[config.mk]
export PLATFORM = sky130hd
export DESIGN_NAME = instruction_fetch_unit
export DESIGN_NICKNAME = d
export VERILOG_FILES = /design/src/rtl/instruction_fetch_unit.sv
export SDC_FILE = /design/constraint.sdc
export NUM_CORES = 1
export LEC_CHECK = 0
export ABC_AREA = 0
export CAP_MARGIN = 30
export CELL_PAD_IN_SITES_DETAIL_PLACEMENT = 0
export CELL_PAD_IN_SITES_GLOBAL_PLACEMENT = 1
export CORE_UTILIZATION = 32
export CTS_CLUSTER_DIAMETER = 50
export DETAILED_ROUTE_END_ITERATION = 8
export PLACE_DENSITY = 0.84
export SLEW_MARGIN = 20
export SYNTH_ARGS = -nofsm -noshare
export SYNTH_HDL_FRONTEND = slang
export SYNTH_SLANG_ARGS = --single-unit
[constraint.sdc]
create_clock -name CLK -period 4.3 [get_ports CLK]
set_input_delay 0.86 -clock CLK [delete_from_list [all_inputs] [get_ports CLK]]
set_output_delay 0.86 -clock CLK [all_outputs]
set_load 0.01 [all_outputs]
[src/rtl/instruction_fetch_unit.sv]
// ---------------------------------------------------------------------------
// instruction_fetch_unit
//
// IF stage of the RV32IM 5-stage pipeline. It owns the program counter and
// issues reads to the instruction memory. It applies branch/jump redirects
// from EX and load-use stalls from the hazard unit. It inserts NOP bubbles
// when a fetch is squashed, and it freezes the pipeline while the
// instruction memory is busy.
//
// Parameters:
//   RESET_PC   PC value loaded on reset
//   NOP_INSTR  bubble instruction (addi x0,x0,0)
//
// Ports:
//   CLK              pipeline clock, all state updates on posedge
//   RESET            synchronous, active-high reset
//   BRANCH_TAKEN     redirect request from EX (overrides STALL)
//   BRANCH_TARGET    redirect address, bits [1:0] forced to zero
//   STALL            hazard-unit hold of PC and fetch
//   IMEM_READ        instruction memory read request
//   IMEM_ADDRESS     read address, always the PC register
//   IMEM_READDATA    fetched instruction, valid when IMEM_BUSYWAIT=0
//   IMEM_BUSYWAIT    memory not ready; address held stable meanwhile
//   OUT_PC           PC of OUT_INSTRUCTION, to IF/ID
//   OUT_INSTRUCTION  instruction or NOP_INSTR, to IF/ID
//   BUSYWAIT         pipeline freeze, to all pipeline registers
//
// Optional feature (macro FETCH_STALL_CNT_EN):
//   STALL_COUNT      saturating count of cycles with BUSYWAIT or STALL high
// ---------------------------------------------------------------------------
module instruction_fetch_unit #(
    parameter logic [31:0] RESET_PC  = 32'h0000_0000,
    parameter logic [31:0] NOP_INSTR = 32'h0000_0013
) (
    input  logic        CLK,
    input  logic        RESET,
    input  logic        BRANCH_TAKEN,
    input  logic [31:0] BRANCH_TARGET,
    input  logic        STALL,
    output logic        IMEM_READ,
    output logic [31:0] IMEM_ADDRESS,
    input  logic [31:0] IMEM_READDATA,
    input  logic        IMEM_BUSYWAIT,
    output logic [31:0] OUT_PC,
    output logic [31:0] OUT_INSTRUCTION,
    output logic        BUSYWAIT
`ifdef FETCH_STALL_CNT_EN
    ,
    output logic [31:0] STALL_COUNT
`endif
);

    typedef enum logic [1:0] {
        IDLE          = 2'b00,
        FETCH         = 2'b01,
        REDIRECT_WAIT = 2'b10
    } state_t;

    state_t      state;
    state_t      state_next;
    logic [31:0] pc;
    logic [31:0] pc_next;
    logic [31:0] pending_target;
    logic [31:0] pending_next;
    logic [31:0] branch_addr;
    logic        unused_target_bits;

    // Targets are word aligned; the low two bits are discarded.
    assign branch_addr        = {BRANCH_TARGET[31:2], 2'b00};
    assign unused_target_bits = ^BRANCH_TARGET[1:0];

    assign IMEM_ADDRESS = pc;
    assign OUT_PC       = pc;

    always_ff @(posedge CLK) begin
        if (RESET) begin
            state          <= IDLE;
            pc             <= RESET_PC;
            pending_target <= 32'h0000_0000;
        end else begin
            state          <= state_next;
            pc             <= pc_next;
            pending_target <= pending_next;
        end
    end

    // A redirect that arrives while a read is busy cannot abort that read,
    // so it is parked in pending_target. The returned data is discarded and
    // the PC jumps once memory is ready. The newest redirect always wins.
    always_comb begin
        state_next      = state;
        pc_next         = pc;
        pending_next    = pending_target;
        IMEM_READ       = 1'b0;
        OUT_INSTRUCTION = NOP_INSTR;
        BUSYWAIT        = 1'b0;

        case (state)
            IDLE: begin
                state_next = FETCH;
            end

            FETCH: begin
                IMEM_READ       = 1'b1;
                BUSYWAIT        = IMEM_BUSYWAIT;
                OUT_INSTRUCTION = IMEM_READDATA;
                if (IMEM_BUSYWAIT) begin
                    if (BRANCH_TAKEN) begin
                        pending_next = branch_addr;
                        state_next   = REDIRECT_WAIT;
                    end
                end else if (BRANCH_TAKEN) begin
                    OUT_INSTRUCTION = NOP_INSTR;
                    pc_next         = branch_addr;
                end else if (!STALL) begin
                    pc_next = pc + 32'd4;
                end
            end

            REDIRECT_WAIT: begin
                IMEM_READ = 1'b1;
                BUSYWAIT  = IMEM_BUSYWAIT;
                if (BRANCH_TAKEN) begin
                    pending_next = branch_addr;
                end
                if (!IMEM_BUSYWAIT) begin
                    pc_next    = BRANCH_TAKEN ? branch_addr : pending_target;
                    state_next = FETCH;
                end
            end

            default: begin
                state_next = IDLE;
            end
        endcase
    end

`ifdef FETCH_STALL_CNT_EN
    // Each frozen or stalled cycle counts once; the counter sticks at all-ones.
    always_ff @(posedge CLK) begin
        if (RESET) begin
            STALL_COUNT <= 32'h0000_0000;
        end else if ((BUSYWAIT || STALL) && (STALL_COUNT != 32'hFFFF_FFFF)) begin
            STALL_COUNT <= STALL_COUNT + 32'd1;
        end
    end
`endif

endmodule

# Word level (Yosys, flattened, before mapping)
# Cells that the tools add are included.
[word_totals] output_inout_bits=98 inputBits=69 ram_bits=0 rom_bits=0 register_bits=66 wordCells=34 latchBits=0 mem_count=0
[op_classes] n_lt_le_gt_ge=0 n_div=0 addsub=1 shift=0 n_eq_ne=7 n_reduce_logical=6 n_bitwise=0 n_mux=17 n_mul=0
[ops] operator="$mux W32" count=9
[ops] operator="$pmux W32 S2" count=2
[ops] operator="$add A32 B3 Y32 const B" count=1
[ops] operator="$ne A2 B2 Y1 const B" count=4
[ops] operator="$mux W2" count=3
[ops] operator="$pmux W2 S3" count=1
[ops] operator="$reduce_and A4 Y1" count=1
[ops] operator="$ne A3 B3 Y1 const B" count=1
[ops] operator="$reduce_and A3 Y1" count=1
[ops] operator="$eq A2 B1 Y1 const B" count=1
[ops] operator="$eq A2 B2 Y1 const B" count=1
[ops] operator="$logic_not A2 Y1" count=1
[ops] operator="$mux W1" count=2
[ops] operator="$reduce_and A2 Y1" count=1
[ops] operator="$reduce_bool A2 Y1" count=1
[ops] operator="$reduce_or A2 Y1" count=1

# Logic depth before layout (Yosys ltp)
[logic_depth] ltp_word=5 depth_mapped=10 depth_no_buf=7

# Worst setup path before layout
# No wires, ideal clock.
[synth_path] kind="input to output" startpoint="input port IMEM_BUSYWAIT" endpoint="output port OUT_INSTRUCTION[10]" t_required_ns=3.440 path_buffers=2 t_arrival_ns=1.834 stages=5 slack_ns=1.606 path_cell_list="clkbuf_1 > inv_1 > a21oi_1 > clkbuf_1 > and2_1"
[synth_via] elab_chain_len=2
[synth_lines] item="start, declared" line_no="43" source="input logic IMEM_BUSYWAIT,"
[synth_lines] item="$mux W32" line_no="107" source="if (IMEM_BUSYWAIT) begin"
[synth_lines] item="$mux W32" line_no="98" source="case (state)"
[synth_lines] item="end, declared" line_no="45" source="output logic [31:0] OUT_INSTRUCTION,"
# Every way passes these cells.

# Final worst setup path
[layout_path] startpoint="input port IMEM_BUSYWAIT" endpoint="output port OUT_INSTRUCTION[11]"
# The elaborated chain is that of the path after synthesis.

==> impl_results.md <==
- Clock Skews: 5.26 ps
- First-pass GRT wire length: between 20,000 and 25,000 µm
- Die width: 114 µm
- Hold Crit Class: register to register
- Hpwl dp: about 9800 µm
- Register-to-Register Path Depth: 9
- CP Capture Type: output port
- Placed insts: 820
- Clk Latency, worst-skew pair: 340 ps
- # DRC: 0
- Hold Slack: 451 ps
- Initial antenna violation count: 0
- Post-Place Cell Area: about 5500 µm²
- Synth top area share: 33.0%
- Post-CTS setup repair buffer count: 0
- Most common cell on crit path: clkdlybuf4s50_1
- Slew Viols, Final: 0
- Maximum VDD drop: 0.199 mV
- FF-to-FF End: IMEM_ADDRESS[28]
- Cell Pwr Density: 327 nW/µm²
- Via count: 4,431
- Top cells by area, synth: dfxtp_1, nand2_1, a21oi_1, buf_4, and2_1
- Hold endpoint: pending_target[22]
- 1st-iter DRT viols: 363
- Clock Path Buffers: 2
- Yosys top cell by area: dfxtp_1
- WS Path Type: primary input to output port
- Initial core utilization: 33.1%
- Syn_area_per_cell: 7.27 µm²
- Rel. slew slack: 42.9%
- Crit path max-delay family: buffers and inverters
- Mux cell area share after synthesis: 0.781%
- Die Y: 114 µm
- Critical path cell sequence: clkdlybuf4s50_1 > inv_1 > a21oi_1 > buf_4 > and2_1 > clkdlybuf4s50_1
- Worst path depth: 6
- Clk slew on worst S/H paths: 50 ps
- Post-synth EDFFs: 0
- Pin count of the biggest net entering global routing: 39
- Post-Synth XOR/XNOR Area: 0%
- Top fanout value on the critical path: 32
- Hold path startpoint: pending_target[22]
- Core Rows: 40
- Fraction of layout cells with a size suffix above 1: 4.94%
- Drt wl/cell: 16.7 µm
- Clock Sinks: 66
- Synth Area in Compound Gates: around a quarter
- Simple-gate share of the synthesized area: 29.6%
- Synthesized net count: 624
- Reg2Reg Setup Slack: between 1500 and 2000 ps
- Post-route insts no fill: between 800 and 900
- Final Setup Violations: 0
- Critical Path Source Type: primary input
- Via/cell ratio: between 5 and 6
- Fillers: approximately 1,200
- GP Congestion: roughly 0.81
- Worst-Margin Slew: ~860 ps
- Warnings, synthesis: 0
- Slowest Stage Delay on Critical Path: 660 ps
- Top_reg_cell synth: dfxtp_1
- Synth Area in Adders: 1.25%
- IO Pins: approximately 170
- Seq cells post-synth: 66
- Static leakage: approximately 2.0 nW
- Post-cts gate resize count: 0
- Status: finished, final reports clean
- Distinct cells, synth: between 50 and 60
- Post-synthesis sequential area ratio: roughly a third
- Required @ worst endpoint: 3440 ps
- Die ar.: about 13,000 µm²
- IO buf count: 164
- Worst EP arrival: 2740 ps
- Period utilization: 83.7%
- Post-Synthesis Cells: 551
- Syn Std Cell Area: between 4000 and 5000 µm²
- Crit path buf inv count: 4
- Diodes inserted: 0
- Hold Crit Depth: 2
- Reg2reg start: state[0]
- Global Route Usage Sum: 21.5%
- Final wirelength: ~14,000 µm
- Crit path max-delay cell type: clkdlybuf4s50_1
- RSZ-0062 raised after global routing: false
- Ys async rst share: 0%
- Area delta synth->final: 45.8%
- Setup TNS: 0 ps
- Final hold violation count: 0
- Vias in the first global route: 4,224
- Core box area: 12,100 µm²
- CTS Buf Count: 9
- Pre-Repair DR Iteration Count: 5
- Post-route cell area: 5840 µm²
- Total grt overflow: 0
- CTS Root Cell: clkbuf_16
- Largest family of logic cells by synthesized area: simple AND/OR/NAND/NOR gates
- CTS tree: yes
- # hold bufs at CTS: 0
- Htree depth: 3
- Post-route ant nets: 0
- Min Tclk post-route: 3600 ps
- Max-Cap Viols: 0
- Max Freq: 0.278 GHz
- Nets: 736
[how the worst max path moves through the flow]
stage / from / to / slack [ps]
2_1_floorplan: IMEM_BUSYWAIT / OUT_INSTRUCTION[10] / 1610
3_3_place_gp: IMEM_BUSYWAIT / OUT_INSTRUCTION[24] / 710
3_5_place_dp: IMEM_BUSYWAIT / OUT_INSTRUCTION[24] / 680
4_1_cts: IMEM_BUSYWAIT / OUT_INSTRUCTION[11] / 680
5_1_grt: IMEM_BUSYWAIT / OUT_INSTRUCTION[11] / 510
6_report: IMEM_BUSYWAIT / OUT_INSTRUCTION[11] / 700
[worst reg2reg max path, stage by stage, from the launching register on]
cell and delay (ps):
dfxtp_1 320, inv_1 80, ha_1 160, buf_4 310, nor2_1 130, or3_1 670, nor2_1 210, buf_4 220
a21oi_1 90, a211oi_1 240
[through the flow]
| step | utilization, % | worst slack, ps | total power, mW |
|---|---|---|---|
| 4_1_cts | 48.2 | 676 | 1.92 |
| 3_3_place_gp | 45.8 | 706 | 1.17 |
| 2_1_floorplan | - | 1610 | 0.934 |
| 6_report | 48.2 | 701 | 1.91 |
| 5_1_grt | 48.2 | 512 | 2.00 |
| 3_5_place_dp | 45.8 | 685 | 1.18 |
[sequential cells by signal (all words and copies together) (netlist names)]
| signal | cells |
|---|---|
| state | 2 |
| pending_target | 32 |
| IMEM_ADDRESS | 32 |
[area by class of cell]
type / count / area [µm²] / area share (%)
clock buffers: 14 / 264 / 4.52
clock inverters: 2 / 35.0 / 0.600
inverters: 8 / 30.0 / 0.514
multi-input cells: 402 / 2260 / 38.6
flip-flops and latches: 66 / 1320 / 22.6
well taps: 168 / 210 / 3.60
repair buffers: 176 / 1730 / 29.6
[cell usage in the layout (no fill, tap or decap), types with 6 or more instances in the layout]
cell,n
a31oi_1,8
clkbuf_16,9
clkdlybuf4s50_1,163
a21oi_1,65
nand4_1,8
inv_1,8
and2_1,33
nor2_1,26
o21ai_0,33
and3_1,14
nand3_1,17
dfxtp_1,66
nand2_1,101
buf_4,12
o211ai_1,13
a22oi_1,7
o31ai_1,6
[cells by family (layout without fill, tap and decap cells)]
group | Yosys count | count (layout)
flip-flops | 66 | 66
multiplexers | 3 | 3
AO/OA/AOI/OAI | 161 | 161
buffers and inverters | 83 | 200
adder cells (fa/ha/maj) | 4 | 4
AND/OR/NAND/NOR | 234 | 234
[Yosys cell counts, drive strengths merged (9+ instances only)]
cell type,instances
nand3,17
o21ai,33
nand4,9
clkbuf,40
dfxtp,66
nand2,101
and3,14
nor2,26
buf,35
a21oi,65
o211ai,13
and2,33
[where the power goes]
group / switching [mW] / total (mW) / internal (mW) / leakage, nW
logic: 0.222 / 0.469 / 0.246 / 1.32
registers: 0.0468 / 0.695 / 0.648 / 0.536
clock network: 0.269 / 0.749 / 0.480 / 0.147
[layer usage]
layer	routed length [µm]	vias up	GRT usage (%)	share of wire, %
met5	0	-	0	0
met4	224	0	7.79	1.6
met3	1130	16	4.99	8.1
met2	6650	216	35.8	48
met1	5930	2058	27.2	43
li1	-	2141	-	-
No activity file was read; power rests on OpenSTA's default activity.
